===== config.mk =====
export PLATFORM = sky130hd
export DESIGN_NAME = pdp8_brk
export DESIGN_NICKNAME = d
export VERILOG_FILES = /design/src/rtl/pdp8_brk.sv
export SDC_FILE = /design/constraint.sdc
export NUM_CORES = 1
export LEC_CHECK = 0
export CAP_MARGIN = 20
export CORE_ASPECT_RATIO = 0.7
export CORE_MARGIN = 2
export CORE_UTILIZATION = 40
export CTS_BUF_LIST = sky130_fd_sc_hd__clkbuf_4 sky130_fd_sc_hd__clkbuf_8
export CTS_CLUSTER_SIZE = 30
export DETAILED_ROUTE_END_ITERATION = 6
export PLACE_DENSITY_LB_ADDON = 0.2
export SETUP_SLACK_MARGIN = 0.15
export SLEW_MARGIN = 5
export SYNTH_ARGS = -nofsm -noshare
export SYNTH_HDL_FRONTEND = slang
export SYNTH_SLANG_ARGS = --single-unit

===== constraint.sdc =====
create_clock -name clk -period 2.3 [get_ports clk]
set_clock_uncertainty 0.2 [all_clocks]
set_input_delay 0.23 -clock clk [delete_from_list [all_inputs] [get_ports clk]]
set_output_delay 0.23 -clock clk [all_outputs]
set_load 0.05 [all_outputs]

===== src/rtl/pdp8_brk.sv =====
// Memory data-break arbiter: shares one RAM port between the CPU and device break requests.
// Optional three-cycle-break increment (read, write data+1) is enabled with `define BRK_INCR_EN.
`default_nettype none

module pdp8_brk #(
    parameter int TIMEOUT = 255,
    parameter int BRK_MAX = 4
) (
    input  logic        clk,
    input  logic        reset,
    input  logic        io_ram_read_req,
    input  logic        io_ram_write_req,
    input  logic [14:0] io_ram_ma,
    input  logic [11:0] io_ram_out,
    output logic [11:0] io_ram_in,
    output logic        io_ram_done,
    input  logic        cpu_ram_read_req,
    input  logic        cpu_ram_write_req,
    input  logic [14:0] cpu_ram_ma,
    input  logic [11:0] cpu_ram_wdata,
    output logic [11:0] cpu_ram_rdata,
    output logic        cpu_ram_done,
    output logic [14:0] ram_addr,
    output logic [11:0] ram_wdata,
    input  logic [11:0] ram_rdata,
    output logic        ram_rd,
    output logic        ram_wr,
    input  logic        ram_done,
    output logic        brk_active,
    output logic        brk_timeout
);

    localparam int GW = (BRK_MAX < 1) ? 1 : $clog2(BRK_MAX + 1);
    localparam logic [GW-1:0] BRK_LIM = GW'(BRK_MAX);
    localparam logic [7:0] WAIT_LAST = 8'(TIMEOUT - 1);

`ifdef BRK_INCR_EN
    typedef enum logic [2:0] {
        IDLE    = 3'd0,
        ACC_RD  = 3'd1,
        ACC_WR  = 3'd2,
        RESP    = 3'd3,
        ACC_INC = 3'd4
    } state_t;
`else
    typedef enum logic [1:0] {
        IDLE   = 2'd0,
        ACC_RD = 2'd1,
        ACC_WR = 2'd2,
        RESP   = 2'd3
    } state_t;
`endif

    state_t          state_reg;
    state_t          state_next;
    logic            owner_cpu_reg;
    logic [GW-1:0]   grant_cnt_reg;
    logic [7:0]      wait_cnt_reg;
    logic [14:0]     addr_reg;
    logic [11:0]     wdata_reg;
    logic [11:0]     io_data_reg;
    logic [11:0]     cpu_data_reg;
    logic            timeout_reg;
`ifdef BRK_INCR_EN
    logic            incr_reg;
    logic            dev_incr;
`endif

    logic dev_req;
    logic cpu_req;
    logic grant_cpu;
    logic grant_dev;
    logic in_access;
    logic wait_expired;

    assign dev_req      = io_ram_read_req | io_ram_write_req;
    assign cpu_req      = cpu_ram_read_req | cpu_ram_write_req;
    // The CPU only wins against a pending device once the device has used up its burst.
    assign grant_cpu    = cpu_req && (!dev_req || (grant_cnt_reg == BRK_LIM));
    assign grant_dev    = dev_req && !grant_cpu;
    assign wait_expired = (wait_cnt_reg == WAIT_LAST);
`ifdef BRK_INCR_EN
    assign dev_incr     = io_ram_read_req & io_ram_write_req;
`endif

    always_comb begin
        state_next = state_reg;
        case (state_reg)
            IDLE: begin
                if (grant_cpu) begin
                    state_next = cpu_ram_write_req ? ACC_WR : ACC_RD;
                end else if (grant_dev) begin
`ifdef BRK_INCR_EN
                    state_next = (io_ram_write_req && !io_ram_read_req) ? ACC_WR : ACC_RD;
`else
                    state_next = io_ram_write_req ? ACC_WR : ACC_RD;
`endif
                end
            end
`ifdef BRK_INCR_EN
            ACC_RD: begin
                if (ram_done) begin
                    state_next = incr_reg ? ACC_INC : RESP;
                end else if (wait_expired) begin
                    state_next = RESP;
                end
            end
            ACC_INC: begin
                if (ram_done || wait_expired) begin
                    state_next = RESP;
                end
            end
`else
            ACC_RD: begin
                if (ram_done || wait_expired) begin
                    state_next = RESP;
                end
            end
`endif
            ACC_WR: begin
                if (ram_done || wait_expired) begin
                    state_next = RESP;
                end
            end
            RESP:    state_next = IDLE;
            default: state_next = IDLE;
        endcase
    end

    assign ram_rd    = (state_reg == ACC_RD);
`ifdef BRK_INCR_EN
    assign ram_wr    = (state_reg == ACC_WR) || (state_reg == ACC_INC);
`else
    assign ram_wr    = (state_reg == ACC_WR);
`endif
    assign in_access = ram_rd | ram_wr;

    assign io_ram_done   = (state_reg == RESP) && !owner_cpu_reg;
    assign cpu_ram_done  = (state_reg == RESP) && owner_cpu_reg;
    assign brk_active    = (state_reg != IDLE) && !owner_cpu_reg;
    assign io_ram_in     = io_data_reg;
    assign cpu_ram_rdata = cpu_data_reg;
    assign ram_addr      = addr_reg;
    assign ram_wdata     = wdata_reg;
    assign brk_timeout   = timeout_reg;

    always_ff @(posedge clk) begin
        if (!reset) begin
            state_reg     <= IDLE;
            owner_cpu_reg <= 1'b0;
            grant_cnt_reg <= '0;
            wait_cnt_reg  <= '0;
            addr_reg      <= '0;
            wdata_reg     <= '0;
            io_data_reg   <= '0;
            cpu_data_reg  <= '0;
            timeout_reg   <= 1'b0;
`ifdef BRK_INCR_EN
            incr_reg      <= 1'b0;
`endif
        end else begin
            state_reg <= state_next;
            if (state_reg == IDLE) begin
                wait_cnt_reg <= '0;
                if (grant_cpu) begin
                    owner_cpu_reg <= 1'b1;
                    addr_reg      <= cpu_ram_ma;
                    wdata_reg     <= cpu_ram_wdata;
                    grant_cnt_reg <= '0;
`ifdef BRK_INCR_EN
                    incr_reg      <= 1'b0;
`endif
                end else if (grant_dev) begin
                    owner_cpu_reg <= 1'b0;
                    addr_reg      <= io_ram_ma;
                    wdata_reg     <= io_ram_out;
`ifdef BRK_INCR_EN
                    incr_reg      <= dev_incr;
`endif
                    if (!cpu_req) begin
                        grant_cnt_reg <= '0;
                    end else if (grant_cnt_reg != BRK_LIM) begin
                        grant_cnt_reg <= grant_cnt_reg + GW'(1);
                    end
                end else begin
                    grant_cnt_reg <= '0;
                end
            end else if (in_access) begin
                if (ram_done) begin
                    wait_cnt_reg <= '0;
                    if (state_reg == ACC_RD) begin
`ifdef BRK_INCR_EN
                        // Read phase of an increment break: stage data+1 for the write phase.
                        if (incr_reg) begin
                            wdata_reg <= ram_rdata + 12'd1;
                        end else if (owner_cpu_reg) begin
                            cpu_data_reg <= ram_rdata;
                        end else begin
                            io_data_reg <= ram_rdata;
                        end
`else
                        if (owner_cpu_reg) begin
                            cpu_data_reg <= ram_rdata;
                        end else begin
                            io_data_reg <= ram_rdata;
                        end
`endif
                    end
`ifdef BRK_INCR_EN
                    else if (state_reg == ACC_INC) begin
                        io_data_reg <= wdata_reg;
                    end
`endif
                end else if (wait_expired) begin
                    timeout_reg <= 1'b1;
                    if (owner_cpu_reg) begin
                        cpu_data_reg <= '0;
                    end else begin
                        io_data_reg <= '0;
                    end
                end else begin
                    wait_cnt_reg <= wait_cnt_reg + 8'd1;
                end
            end
        end
    end

endmodule

`default_nettype wire


; ---- After elaboration in Yosys (flattened, before gate mapping)
; Cells that the tools add are included.
[classes]
eq_ne = 11
addsub = 2
muxes = 28
bitwise = 7
reduce_logical = 23
[ops]
columns = operator, n
row1 = $mux W12, 12
row2 = $mux W15, 2
row3 = $mux W8, 2
row4 = $mux W3, 4
row5 = $mux W2, 5
row6 = $reduce_and A5 Y1, 2
row7 = $add A8 B1 Y8 const B, 1
row8 = $eq A8 B8 Y1 const B, 1
row9 = $reduce_and A2 Y1, 4
row10 = $ne A3 B3 Y1 const B, 2
row11 = $pmux W2 S3, 1
row12 = $reduce_bool A2 Y1, 3
row13 = $logic_and A1 B1 Y1, 5
row14 = $eq A2 B2 Y1 const B, 2
row15 = $ne A2 B2 Y1 const B, 2
row16 = $ne A4 B3 Y1 const B, 1
row17 = $not A1 Y1, 4
row18 = $reduce_and A4 Y1, 1
row19 = $reduce_or A2 Y1, 2
row20 = $add A3 B1 Y3 const B, 1
row21 = $eq A3 B3 Y1 const B, 1
row22 = $logic_not A1 Y1, 3
row23 = $or A1 B1 Y1, 3
row24 = $eq A2 B1 Y1 const B, 1
row25 = other kinds (4), 6
[word_totals]
input_bits = 73
reg_bits = 66
output_inout_bits = 57

; ---- Logic depth before layout (Yosys ltp)
[logic_depth]
word_depth = 9
mapped_depth = 7
ltp_nobuf = 6

; ---- Least setup slack after synthesis
; OpenSTA, ideal clock, no wires.
[synth_path]
path_type = flip-flop to output port
startpoint = reg state_reg[0]
endpoint = out brk_active
n_path_buf = 1
path_slack_ns = 0.409
stages_incl_launch_ff = 5
required_time_ns = 1.870
arrival_ns = 1.461
path_cell_list = dfxtp_1 inv_1 ha_1 clkbuf_1 nor2_1
[synth_via]
elab_chain_len = 2
[synth_rtl]
columns = item, line_no
row1 = from (decl), 54  ; state_t state_reg;
row2 = from (signal assigned), 162  ; state_reg <= state_next;
row3 = $reduce_bool A2 Y1, 140  ; assign brk_active = (state_reg != IDLE) && !owner_cpu_reg;
row4 = $logic_and A1 B1 Y1, 140
row5 = to (decl), 29  ; output logic brk_active,
; Every way passes these cells.

; ---- Worst setup path after layout
[layout_path]
startpoint = reg state_reg[1]
endpoint = out io_ram_done
[layout_via]
elab_chain_len = 2
[layout_rtl]
columns = item, line_no
row1 = $eq A2 B2 Y1, 138  ; assign io_ram_done = (state_reg == RESP) && !owner_cpu_reg;
row2 = $logic_and A1 B1 Y1, 138
row3 = to (decl), 16  ; output logic io_ram_done,
; Every way passes these cells.

==> results.txt <==
Clk Latency, worst-skew pair = 350 ps
Hold Path Origin = io_ram_in[2]
Setup crit end kind = primary output
Non-filler cells in the finished layout = 553
CTS Root Cell = clkbuf_8
Die height = 77.2 microns
H-Tree Depth = 3
CP Class = reg2out
Die Wd = 109 microns
Reg2reg end = io_ram_in[1]
Fmax = 0.499 GHz
# clock sinks = 66
Max Root-Sink Buffers = 2
Layout area overhead = 53.6%
Leading cell types by count after synthesis = dfxtp_1 (66), mux2i_1 (52), nor2_1 (39), nand2_1 (31), a211oi_1 (28)
Pwr Density = 1020 nW/um^2
WP data required = 1870 ps
Post-layout worst setup margin = 297 ps
Post-Syn Nets = 403
Post-synth top area share = 0.432
Post-DR vias/cell = 5.10
Initial antenna violation count = 0
Synth area leader = dfxtp_1
CP startpoint kind = flip-flop
Hold Crit Class = reg2reg
CTS Buf Count = 9
Reg2reg start = wait_cnt_reg[0]
Layout cells sized above 1 = 0.0747
Worst Tran Pin Value = 618 ps
Dpl cells = 537
Worst hold path endpoint = io_ram_in[2]
Antenna Nets Post-Route = 0
Filler cells = 669
Row count = 26
Util after Layout = 0.639
Vias in the first global route = 2605
CTS tree = built
Drt total wl = 7970 microns
First-pass GRT wire length = 12500 microns
Syn avg cell area = 9.50 sq um
Netlist cell types = 50
RSZ-0062 raised after global routing = true
Rel. slew slack = 0.588
Placement Setup Slack = 129 ps
Top cells by area, synth = dfxtp_1 (43%), mux2i_1 (17%), a211oi_1 (6.9%)
Post-DP HPWL = 5810 microns
Synthesis-stage register bit count = 66
Critical-path cell list = ha_1 > nor2b_1 > dlygate4sd2_1
Outcome = complete, no violations
Gate Count Post-Synth = 322
Post-synth EDFFs = 0
First-pass detailed-route iteration total = 5
Area of the mapped netlist = 3060 sq um
Hold path depth = 2
Wire length per cell = 14.4 microns
TNS Setup = 0 ps
Most common cell in the netlist = dfxtp_1
Largest net degree at the start of global routing = 56
Total power = 4.80 mW
Max-slew violations = 0
Total track usage = 0.192
Slowest stage delay, CP = 530 ps
Final hold violations = 0
RePlAce Congestion = 0.836
Post-CTS Setup Bufs = 0
Drt initial violations = 72
Antenna Cells = 0
Max FFs per register = 15
DIE AREA = 8370 sq um
DR DRC count = 0
Nets = 531
Worst vdd ir = 0.000754 V
Crit Path Max Fanout = 4
Worst-path clk slew = 80 ps
Tcrit/Tclk final = 0.871
# Max-Cap Violations = 0
Reg2Reg Setup Slack = 300 ps
Minimum clock period = 2000 ps
Ys flop type = dfxtp_1
CP max-delay cell = dlygate4sd2_1
Yosys warns = 0
Vias = 2818
Worst Path Arrival = 1570 ps
Leakage = 1.89 nW
PortBufs = 129
R2R depth = 7
Initial Util = 0.416
Top-level I/O count = 130
Seq/Total Area, Yosys = 0.432
Total grt overflow = 0
Endpoints failing setup = 0
Core area = 7350 sq um
Ys async rst share = 0
## kinds of logic after synthesis
| kind of cell | after synthesis | synth area share |
|---|---|---|
| AOI/OAI and AO/OA | 58 | 0.143 |
| xor gates and xnor gates | 4 | 0.0115 |
| adders and majority gates | 8 | 0.0327 |
| buffers and inverters | 27 | 0.0421 |
| DFF | 66 | 0.432 |
| muxes | 52 | 0.170 |
| and+or+nand+nor | 107 | 0.169 |
## worst max path at each step
| stage | start | end |
|---|---|---|
| after CTS | state_reg[1] | io_ram_done |
| after floorplan | state_reg[0] | brk_active |
| after global placement | io_ram_write_req | ram_wdata[4] |
| after global routing | grant_cnt_reg[1] | ram_addr[14] |
| after detailed placement | io_ram_write_req | ram_wdata[3] |
| final | state_reg[1] | io_ram_done |
## critical path: cells and delay by family (launching register included)
kind,cells,cell delay [ps]
buf+inv,1,530
flops,1,390
fa+ha+maj,1,180
simple gates,1,130
## power breakdown
| part | switching, mW | total, mW | leakage [nW] | internal [mW] |
|---|---|---|---|---|
| Sequential | 0.110 | 1.45 | 0.540 | 1.34 |
| Combinational | 1.35 | 2.14 | 1.23 | 0.789 |
| Clock | 0.454 | 1.20 | 0.119 | 0.751 |
| Total | 1.91 | 4.80 | 1.89 | 2.88 |
## stage by stage
step	cell area [sq um]	hold WS [ps]
after detailed placement	4450	252
after global placement	4450	246
after CTS	4700	263
after floorplan	3060	199
final	4700	259
after global routing	4700	280
## layout by cell type, fill, tap and decap left out, drive strengths merged, types with 3 or more instances in the layout
cell,Yosys,routed
clkdlybuf4s50,0,124
nand3,15,15
nand4,3,3
mux2i,52,52
dlygate4sd2,0,4
a211oi,28,28
clkbuf,12,10
inv,7,7
nand2,31,31
dfxtp,66,66
o21ai,7,7
nor2,41,41
bufinv,0,3
a21oi,6,6
ha,8,8
buf,8,9
xnor2,3,3
## final cells by class
cell class / instances / area (sq um) / share of cell area
Multi-Input combinational cell: 229 / 1620 / 0.345
Sequential cell: 66 / 1320 / 0.281
Clock buffer: 10 / 138 / 0.0293
Inverter: 7 / 26.3 / 0.00559
Clock inverter: 6 / 114 / 0.0242
Tap cell: 98 / 123 / 0.0261
Timing Repair Buffer: 137 / 1360 / 0.289
## layer usage
layer	up-vias	part of all wire	global-route usage
met3	16	0.071	0.0689
met4	0	0.015	0.0615
li1	1404	-	-
met5	-	0	0
met2	100	0.47	0.303
met1	1298	0.44	0.244
## timing repair
item,4_1_cts,5_1_grt
hold buffers,0,0
endpoints found under the setup margin,4,3
resized for setup,4,0
Note: power is estimated with default switching activity, not from simulation.
